### config.mk
export PLATFORM = sky130hd
export DESIGN_NAME = shared_pipe_scheduler
export DESIGN_NICKNAME = d
export VERILOG_FILES = /design/src/rtl/shared_pipe_scheduler.sv
export SDC_FILE = /design/constraint.sdc
export NUM_CORES = 1
export LEC_CHECK = 0
export ABC_AREA = 0
export BUFFER_PORTS_ARGS = -buffer_cell sky130_fd_sc_hd__buf_2
export CORE_ASPECT_RATIO = 0.5
export CORE_MARGIN = 3
export CORE_UTILIZATION = 30
export DETAILED_ROUTE_END_ITERATION = 8
export GPL_TIMING_DRIVEN = 1
export MAX_ROUTING_LAYER = met4
export PLACE_DENSITY = 0.81
export SYNTH_ARGS = -nofsm -noshare
export SYNTH_HDL_FRONTEND = slang
export SYNTH_SLANG_ARGS = --single-unit
### constraint.sdc
create_clock -name clk -period 1.6 [get_ports clk]
set_input_delay 0.16 -clock clk [delete_from_list [all_inputs] [get_ports clk]]
set_output_delay 0.16 -clock clk [all_outputs]
set_load 0.02 [all_outputs]
### src/rtl/shared_pipe_scheduler.sv
// shared_pipe_scheduler
// Shares one fully pipelined, fixed-latency functional unit among NUM_REQ
// elastic requesters. A round-robin arbiter picks one request per advancing
// cycle; a {valid, id} tag pipeline runs in lockstep with the unit and steers
// each result back to the requester that issued it. The whole pipe (tags and
// unit, via unit_ce) stalls only when the tail result cannot be delivered.
// Optional feature: define SHARED_PIPE_SCHED_OCCUPANCY_EN to add the
// in_flight output, a registered count of valid tags in the pipe.
module shared_pipe_scheduler #(
    parameter int NUM_REQ    = 2,
    parameter int LATENCY    = 4,
    parameter int DATA_WIDTH = 32,
    parameter int ID_WIDTH   = 1
) (
    input  logic                          clk,
    input  logic                          rst,
    input  logic [NUM_REQ-1:0]            ins_valid,
    input  logic [NUM_REQ*DATA_WIDTH-1:0] ins_data,
    output logic [NUM_REQ-1:0]            ins_ready,
    output logic [NUM_REQ-1:0]            outs_valid,
    input  logic [NUM_REQ-1:0]            outs_ready,
    output logic [DATA_WIDTH-1:0]         outs_data,
    output logic [DATA_WIDTH-1:0]         unit_operand,
    output logic                          unit_ce,
`ifdef SHARED_PIPE_SCHED_OCCUPANCY_EN
    output logic [$clog2(LATENCY+1)-1:0]  in_flight,
`endif
    input  logic [DATA_WIDTH-1:0]         unit_result
);

    logic [LATENCY-1:0]               tv_q;
    logic [LATENCY-1:0]               tv_d;
    logic [LATENCY-1:0][ID_WIDTH-1:0] tid_q;
    logic [LATENCY-1:0][ID_WIDTH-1:0] tid_d;
    logic [ID_WIDTH-1:0]              ptr_q;
    logic [ID_WIDTH-1:0]              ptr_d;

    logic                tail_v;
    logic [ID_WIDTH-1:0] tail_id;
    logic                adv;
    logic                gnt_v;
    logic [ID_WIDTH-1:0] gnt_id;

    assign tail_v  = tv_q[LATENCY-1];
    assign tail_id = tid_q[LATENCY-1];

    // The pipe moves unless the tail holds a result its owner will not take.
    assign adv     = !tail_v || outs_ready[tail_id];
    assign unit_ce = adv;

    // Round-robin search starting just after the last granted requester;
    // scanning from the farthest offset down leaves the nearest valid one.
    always_comb begin
        logic [ID_WIDTH-1:0] cand;
        gnt_v  = 1'b0;
        gnt_id = ID_WIDTH'((32'(ptr_q) + 32'd1) % NUM_REQ);
        cand   = '0;
        for (int off = NUM_REQ; off >= 1; off--) begin
            cand = ID_WIDTH'((32'(ptr_q) + 32'(off)) % NUM_REQ);
            if (ins_valid[cand]) begin
                gnt_v  = 1'b1;
                gnt_id = cand;
            end
        end
    end

    assign unit_operand = ins_data[int'(gnt_id)*DATA_WIDTH +: DATA_WIDTH];

    // Accept only the granted requester, and only when the pipe advances.
    always_comb begin
        ins_ready = '0;
        if (adv && gnt_v) begin
            ins_ready[gnt_id] = 1'b1;
        end
    end

    // The tail tag decides which requester sees the shared result.
    always_comb begin
        outs_valid = '0;
        if (tail_v) begin
            outs_valid[tail_id] = 1'b1;
        end
    end

    assign outs_data = unit_result;

    // Shift the tag pipeline and move the RR pointer on advancing cycles.
    always_comb begin
        tv_d  = tv_q;
        tid_d = tid_q;
        ptr_d = ptr_q;
        if (adv) begin
            tv_d[0]  = gnt_v;
            tid_d[0] = gnt_id;
            for (int k = 1; k < LATENCY; k++) begin
                tv_d[k]  = tv_q[k-1];
                tid_d[k] = tid_q[k-1];
            end
            if (gnt_v) begin
                ptr_d = gnt_id;
            end
        end
    end

    // Tag and pointer state; reset empties the pipe and gives requester 0 first turn.
    always_ff @(posedge clk or posedge rst) begin
        if (rst) begin
            tv_q  <= '0;
            tid_q <= '0;
            ptr_q <= ID_WIDTH'(NUM_REQ - 1);
        end else begin
            tv_q  <= tv_d;
            tid_q <= tid_d;
            ptr_q <= ptr_d;
        end
    end

`ifdef SHARED_PIPE_SCHED_OCCUPANCY_EN
    localparam int OCC_W = $clog2(LATENCY+1);

    logic [OCC_W-1:0] occ_q;
    logic [OCC_W-1:0] occ_d;

    // Count tags entering minus the tag leaving at the tail.
    always_comb begin
        occ_d = occ_q;
        if (adv) begin
            occ_d = occ_q + OCC_W'(gnt_v) - OCC_W'(tail_v);
        end
    end

    // Occupancy register, cleared together with the tags.
    always_ff @(posedge clk or posedge rst) begin
        if (rst) begin
            occ_q <= '0;
        end else begin
            occ_q <= occ_d;
        end
    end

    assign in_flight = occ_q;
`endif

endmodule

# --- Word level (Yosys, flattened, before mapping) ---
# Index checks and enable logic that the tools add are counted.
word_totals:
  out_inout_bits: 69
  input_bits: 102
  wordCells: 37
  reg_bits: 9
op_classes:
  magnitude_cmp: 6
  n_reduce_logical: 6
  add_sub_neg: 2
  shift: 1
  n_mux: 16
ops:
  columns: ["op", "count"]
  rows:
  - ["indexed part select 64 x 7 -> 32 bit", 1]
  - ["2-to-1 mux 1 bit", 12]
  - ["< comparator 1 x 2 -> 1 bit, second input constant", 4]
  - ["2-to-1 mux 2 bit", 2]
  - ["logical AND 1 bit", 3]
  - ["adder 1 bit, second input constant", 2]
  - ["demux 1 bit (select 1 bit)", 2]
  - ["greater-or-equal comparator 1 bit, second input constant", 2]
  - ["AND reduction 2 bit", 1]
  - ["logical NOT 1 bit", 1]
  - ["logical OR 1 bit", 1]

# --- Logic depth before layout (Yosys ltp) ---
# Gate-level depths: netlist of the first run.
logic_depth:
  ltp_word: 10
  mapped_depth: 4
  depth_no_buf: 3

# --- Least setup slack after synthesis of the first run ---
# No wires, ideal clock.
synth_path:
  path_type: "register -> output"
  startpoint: "reg ptr_q"
  endpoint: "out unit_operand[10]"
  path_slack_ps: 124
  t_arrival_ps: 1316
  t_required_ps: 1440
  path_stages_with_launch: 4
  path_buffers: 1
  path_cell_list: "dfstp_2 maj3_2 buf_6 mux2_4"
synth_via:
  elab_chain_len: 6
  word_cells_on_any_way: 9
  classes_between: "add/sub (2); shift (1); mux (6)"
synth_rtl:
  columns: ["element", "line_no", "source"]
  rows:
  - ["from (decl)", "35", "logic [ID_WIDTH-1:0] ptr_q;"]
  - ["from (signal assigned)", "110", "ptr_q <= ID_WIDTH'(NUM_REQ - 1);"]
  - ["from (signal assigned)", "114", "ptr_q <= ptr_d;"]
  - ["adder 1 bit", "59", "cand = ID_WIDTH'((32'(ptr_q) + 32'(off)) % NUM_REQ);"]
  - ["2-to-1 mux 1 bit (implied by the code) (2 in series)", "60", "if (ins_valid[cand]) begin"]
  - ["2-to-1 mux 1 bit", "60", null]
  - ["2-to-1 mux 1 bit *", "60", null]
  - ["indexed part select 64 x 7 -> 32 bit *", "67", "assign unit_operand = ins_data[int'(gnt_id)*DATA_WIDTH +: DATA_WIDTH];"]
  - ["to (decl)", "23", "output logic [DATA_WIDTH-1:0] unit_operand,"]
# Mark *: on every way between the ends. The rest lies on a longest branch, timed or not. The select of a mux whose other input is x is not followed.

# --- Worst setup path in the final report of the first run ---
layout_path:
  startpoint: "reg ptr_q"
  endpoint: "out unit_operand[0]"
# The elaborated chain is that of the path after synthesis.

==> impl_summary.txt, run 1 <==
----------------------------------------------------
[Outcome]
  Run status ... finished, violations left
  Violated checks ... negative setup slack

[Die]
  Die span in x ... 94.3 um
  Count of pins on the block boundary ... 171
  Area of the die ... 4730 um2
  Core ar. ... 3580 um2
  Starting utilization of the core area ... 32.6%
  Die height ... 50.2 um
  Site row count ... 15

[STA]
  Fin. Hold Viols ... 0
  Post-route clock skew ... 2.17 ps
  Slew Limit Fails ... 0
  Highest clock rate ... 0.550 GHz
  Headroom to the max-slew limit ... 77.5%
  Sum of negative setup slack ... -6300 ps
  Smallest setup slack after layout ... -218 ps
  Period utilization ... 114%
  Unrepaired setup endpoints after global routing ... true
  Final critical path time including I/O delays and setup ... 1820 ps
  Worst hold-check slack ... 248 ps
  Transition at the pin with the smallest max-transition slack ... 337 ps
  Final Setup Violations ... 32

[Min path]
  Worst hold-check path type ... in2reg

[Global routing]
  Pin count of the biggest net entering global routing ... 24
  Vias in the first global route ... 998
  Global-route wire length before repair ... 4950 um
  Remaining global-route overflow ... 0
  Global-route total usage across every layer ... 14.0%
  Antenna violations before repair ... 0

[CTS]
  CTS buffer count ... 3
  Maximum clock path buffer count ... 2
  Number of levels the H-tree was split into ... 1
  Clock latency on the worst-skew pair ... 230 ps
  Post-CTS clock slew at the launch and capture registers of the worst setup and hold paths ... 40 ps
  Clock root buffer ... sky130_fd_sc_hd__clkbuf_8
  TritonCTS clock tree ... yes
  Sink count of the clock tree ... 9

[Power and ir drop]
  Sw frac ... 38.4%
  Internal Pwr Total ... 1.55 mW
  VDD IR max ... 828 uV
  Clock network fraction of total power ... 10.5%
  Share of power burned in registers ... 17.2%
  Psw ... 0.964 mW
  Total power per unit cell area ... 1350 nW/um2
  Combinational cell fraction of total power ... 72.3%
  Static leakage power ... 1.03 nW

[Place]
  Count of buffers inserted at the top-level ports ... 106
  Half-perimeter wire length after placement ... 2800 um
  Placed instance area ... 1540 um2
  Placed instance count ... 231
  Final weighted congestion in routability-driven placement ... 0.701

[Layout]
  Fin area ... 1860 um2
  Most common cell after layout, fill and taps aside ... sky130_fd_sc_hd__buf_2
  Diode insertion count for antenna repair ... 0
  Layout fillers ... 327
  Proportion of layout cells with a drive suffix above 1 ... 84.1%
  Final Non-Filler Cells ... 240
  Net total in the final layout ... 292
  Most frequent cells in the layout ... sky130_fd_sc_hd__buf_2, sky130_fd_sc_hd__mux2_4, sky130_fd_sc_hd__buf_6, sky130_fd_sc_hd__dfrtp_1, sky130_fd_sc_hd__inv_1
  Area growth, synth to finish ... 59.3%

[Routing]
  Vias/cell ... 4.37
  Count of TritonRoute iterations in the first routing pass ... 3
  DR DRC count ... 0
  Violation count after the first detailed-routing iteration ... 12
  Final Routed Wirelength ... 3880 um
  Vias ... 1,048
  Remaining antenna violation count after routing ... 0
  Routed wire per std cell ... 16.2 um

[Setup path]
  Last element of the critical path ... unit_operand[0]
  Critical path required time ... 1440 ps
  Crit. End Element ... output port
  Crit path max fanout ... 6
  R2R depth ... 4
  Source of the critical timing path ... ptr_q
  Internal reg-to-reg setup slack ... 230 ps
  Worst flop-to-flop path endpoint ... tid_q[1]
  Crit Path Category ... reg2out
  Startpoint types ... flop
  Arrival time at the worst endpoint ... 1660 ps
  Startpoint of the most critical register-to-register path ... tail_id

[Synthesis]
  Synthesized netlist net count ... 207
  Area share of the largest cell type after synthesis ... 37.2%
  Dominant cell type by area after synthesis ... sky130_fd_sc_hd__mux2_4
  Cell area after synthesis ... 1170 um2
  Dominant cells by area after synthesis ... sky130_fd_sc_hd__mux2_4, sky130_fd_sc_hd__buf_4, sky130_fd_sc_hd__dfrtp_1, sky130_fd_sc_hd__mux2_2, sky130_fd_sc_hd__buf_6
  Sequential cell area fraction in the yosys report ... 19.4%
  Synthesized area divided by synthesized cell count ... 11.1 um2
  Mapped Cells ... 105
  Flop and latch count out of synthesis ... 9
  Post-synth cell types ... 19
  Number of warnings printed during yosys synthesis ... 0

[Job]
  # Max-Cap Violations ... 0

----------------------------------------------------
## metal layers
layer  GRT usage (%)  wire length, um
met2            24.8             2120
met3            5.99              246
met5               -                0
met4            5.52              145
met1            13.7             1360
## area by class of cell
type | count | area, um2 | area share [%]
clock buffers | 4 | 45.0 | 2.42
inverters | 5 | 18.8 | 1.01
multi-input cells | 55 | 673 | 36.1
flip-flops and latches | 9 | 228 | 12.2
well taps | 51 | 63.8 | 3.43
repair buffers | 116 | 835 | 44.8
## cells in the mapped netlist, drive strengths merged
cell,count
and2,1
nand2,1
buf,35
a21oi,3
mux2,36
nor2b,2
dfstp,1
inv,5
maj3,1
nand2b,3
a221oi,1
clkbuf,1
nor2,2
dfrtp,8
mux2i,3
a311o,1
and3,1
## power by group through the flow
stage / clock, mW / sequential [mW] / combinational, mW
finish: 0.263 / 0.433 / 1.82
global route: 0.290 / 0.444 / 1.91
CTS: 0.269 / 0.418 / 1.50
detailed placement: 0 / 0.418 / 1.43
global placement: 0 / 0.408 / 1.40
floorplan: 0 / 0.392 / 1.16
## registers in the layout, indices dropped and copies added (netlist names)
register and flops:
tid_q 3, ptr_q 1, tv_q 4, tail_id 1
## cell families (layout without fill, tap and decap cells)
| group | Yosys count | count (layout) | share of synthesized area [%] |
|---|---|---|---|
| buffers and inverters | 41 | 125 | 25.3 |
| muxes | 39 | 39 | 46.5 |
| and+or+nand+nor | 10 | 10 | 4.92 |
| DFF | 9 | 9 | 19.4 |
| AOI/OAI and AO/OA | 5 | 5 | 2.89 |
| adders and majority gates | 1 | 1 | 0.962 |
## worst min-delay path by stage
stage	from	to	cells after the start
floorplan	rst	tail_id	1
global placement	rst	tid_q[0]	2
detailed placement	rst	tid_q[1]	2
CTS	ins_valid[1]	tv_q[0]	3
global route	ins_valid[1]	tv_q[0]	3
finish	ins_valid[1]	tv_q[0]	3
## what timing repair did
item / 4_1_cts / 5_1_grt
endpoints found under the hold margin: 8 / 0
buffers inserted: 0 / 1
resized for setup: 15 / 47
pin swaps: 0 / 1
cloned: 0 / 3
setup endpoints to repair: 34 / 34
hold buffers: 1 / 0
## critical path, stage by stage (launching register included)
cell                        delay (ps)
sky130_fd_sc_hd__dfstp_2           540
sky130_fd_sc_hd__maj3_4            260
sky130_fd_sc_hd__clkbuf_16         180
sky130_fd_sc_hd__mux2_4            310
sky130_fd_sc_hd__buf_6             140
## through the flow
stage	worst slack [ps]	util (%)	power, mW
6_report	-218	52.0	2.51
4_1_cts	-279	45.7	2.19
2_1_floorplan	124	-	1.55
5_1_grt	-253	52.0	2.64
3_5_place_dp	-24.7	42.9	1.85
3_3_place_gp	21.1	42.9	1.81
Note: power is estimated with default switching activity, not from simulation.
==> inputs of run 2 (changes only) <==
--- a/config.mk
+++ b/config.mk
@@ -6,14 +6,16 @@
 export NUM_CORES = 1
 export LEC_CHECK = 0
 export ABC_AREA = 0
-export BUFFER_PORTS_ARGS = -buffer_cell sky130_fd_sc_hd__buf_2
+export CELL_PAD_IN_SITES_DETAIL_PLACEMENT = 0
+export CELL_PAD_IN_SITES_GLOBAL_PLACEMENT = 1
 export CORE_ASPECT_RATIO = 0.5
 export CORE_MARGIN = 3
-export CORE_UTILIZATION = 30
+export CORE_UTILIZATION = 39
 export DETAILED_ROUTE_END_ITERATION = 8
+export DONT_BUFFER_PORTS = 1
 export GPL_TIMING_DRIVEN = 1
 export MAX_ROUTING_LAYER = met4
-export PLACE_DENSITY = 0.81
+export PLACE_DENSITY = 0.77
 export SYNTH_ARGS = -nofsm -noshare
 export SYNTH_HDL_FRONTEND = slang
 export SYNTH_SLANG_ARGS = --single-unit
==> run 2 against run 1 <==
Effect of this change: the run still ends with negative setup slack left; combinational power shrank 20%; worst setup slack improved by 60 ps; sequential power down 0.9%; critical endpoint is now unit_operand[7].
==> impl_summary.txt, run 2 (synthesis results as in run 1) <==
----------------------------------------------------
[Layout]
  Most flop-heavy register ... tv_q
  Post-layout util ... 44.7%
  Proportion of layout cells with a drive suffix above 1 ... 66.7%
  Leading registers by flop count ... tv_q x4, tid_q x3
  Net total in the final layout ... 187
  Most frequent cells in the layout ... sky130_fd_sc_hd__mux2_4, sky130_fd_sc_hd__dfrtp_1, sky130_fd_sc_hd__inv_1, sky130_fd_sc_hd__mux2_2
  Number of flip-flops in the largest register ... 4
  Diode insertion count for antenna repair ... 0
  FF/Latch Area ... 228 um2
  Fin area ... 1210 um2
  Most common cell after layout, fill and taps aside ... sky130_fd_sc_hd__mux2_4
  Area growth, synth to finish ... 3.74%
  Layout fillers ... 247
  Multi-input gate area ... 686 um2

[Job]
  # Max-Cap Violations ... 0

[Die]
  Die span in x ... 83.5 um
  Area of the die ... 3730 um2
  Die height ... 44.7 um
  Site row count ... 13
  Count of pins on the block boundary ... 171
  Starting utilization of the core area ... 43.1%
  Core ar. ... 2720 um2

[STA]
  Final critical path time including I/O delays and setup ... 1760 ps
  Highest clock rate ... 0.569 GHz
  Unrepaired setup endpoints after global routing ... true
  Worst hold-check slack ... 140 ps
  Smallest setup slack after layout ... -158 ps
  Post-route clock skew ... 0.939 ps
  Final Setup Violations ... 32
  Fin. Hold Viols ... 0
  Period utilization ... 110%
  Transition at the pin with the smallest max-transition slack ... 403 ps
  Headroom to the max-slew limit ... 73.0%
  Slew Limit Fails ... 0

[Setup path]
  Source of the critical timing path ... ptr_q
  Count of cell instances traversed by the critical path ... 4
  Crit path max fanout ... 6
  Critical path required time ... 1440 ps
  CP max stage delay ... 380 ps
  Internal reg-to-reg setup slack ... 330 ps
  Buffers and inverters on the worst path ... 2
  Worst flop-to-flop path endpoint ... tid_q[1]
  Crit Path Category ... reg2out
  Startpoint types ... flop
  Startpoint of the most critical register-to-register path ... tail_id
  Crit. End Element ... output port
  Arrival time at the worst endpoint ... 1600 ps
  Crit path cell chain ... maj3_4 -> buf_12 -> buf_16 -> mux2_4
  Worst-path cell with the longest stage delay ... sky130_fd_sc_hd__maj3_4
  R2R depth ... 3
  Worst path top cell family by delay ... adder cells
  Last element of the critical path ... unit_operand[7]

[Place]
  Final weighted congestion in routability-driven placement ... 0.769
  Count of buffers inserted at the top-level ports ... 0
  Placed instance area ... 981 um2
  Half-perimeter wire length after placement ... 2490 um

[Outcome]
  Run status ... finished, violations left
  Violated checks ... negative setup slack

[CTS]
  TritonCTS clock tree ... yes
  Maximum clock path buffer count ... 2
  Sink count of the clock tree ... 9
  Clock latency on the worst-skew pair ... 230 ps
  Post-CTS clock slew at the launch and capture registers of the worst setup and hold paths ... 40 ps
  Clock root buffer ... sky130_fd_sc_hd__clkbuf_8
  CTS buffer count ... 3
  Number of levels the H-tree was split into ... 1

[Min path]
  Worst hold-check path type ... in2reg
  Startpoint of the lowest-slack hold path ... ins_valid[0]

[Power and ir drop]
  Total power per unit cell area ... 1760 nW/um2
  Static leakage power ... 0.578 nW
  VDD IR max ... 865 uV

[Global routing]
  Global-route wire length before repair ... 3910 um
  Global-route total usage across every layer ... 14.3%
  Vias in the first global route ... 649
  Pin count of the biggest net entering global routing ... 13
  Remaining global-route overflow ... 0
  Antenna violations before repair ... 0

[Routing]
  Count of TritonRoute iterations in the first routing pass ... 4
  DR DRC count ... 0
  Remaining antenna violation count after routing ... 0
  Vias ... 658
  Violation count after the first detailed-routing iteration ... 13
  Routed wire per std cell ... 25.1 um
  Vias/cell ... 5.44
  Final Routed Wirelength ... 3040 um

----------------------------------------------------
run 2: worst min path at each step:
| stage | slack (ps) | endpoint | cells after the start |
|---|---|---|---|
| global route | 160 | tv_q[0] | 2 |
| CTS | 140 | tv_q[0] | 2 |
| global placement | 30 | tv_q[2] | 1 |
| finish | 140 | tv_q[0] | 2 |
| floorplan | -10 | tail_id | 1 |
| detailed placement | 30 | tv_q[2] | 1 |
run 2: final cells by class:
type                       instances  area share (%)
sequential                         9            18.8
multi-input combinational         55            56.5
tap                               37            3.81
clock buffer                       4            3.71
inverter                           5            1.55
timing repair buffer              11            15.7
run 2: where the power goes:
group	internal, mW	leakage (nW)	switching (mW)	total [mW]
Combinational	0.766	0.458	0.684	1.45
Sequential	0.344	0.0966	0.0846	0.429
Clock	0.173	0.0228	0.0823	0.255
Total	1.28	0.578	0.850	2.13
run 2: metrics by stage:
stage	total power [mW]	std cells	setup slack, ps	TNS, ps
after global placement	1.54	110	76.5	0
after floorplan	1.55	105	124	0
after detailed placement	1.56	110	59.9	0
final	2.13	121	-158	-4010
after global routing	2.25	121	-201	-5290
after CTS	2.14	121	-160	-3910
run 2: per-layer routing:
layer	share of wire (%)	GRT usage, %	wire length, um
met1	35	15.9	1070
met2	52	22.5	1590
met3	11	7.65	346
met4	0.99	5.13	30
met5	0	-	0
run 2: what timing repair did:
item,in CTS,in global routing
hold buffers,1,0
setup buffers,3,0
pin swaps,0,1
gates resized for setup,13,2
endpoints found under the setup margin,34,34
endpoints found under the hold margin,8,0
gates cloned,3,0
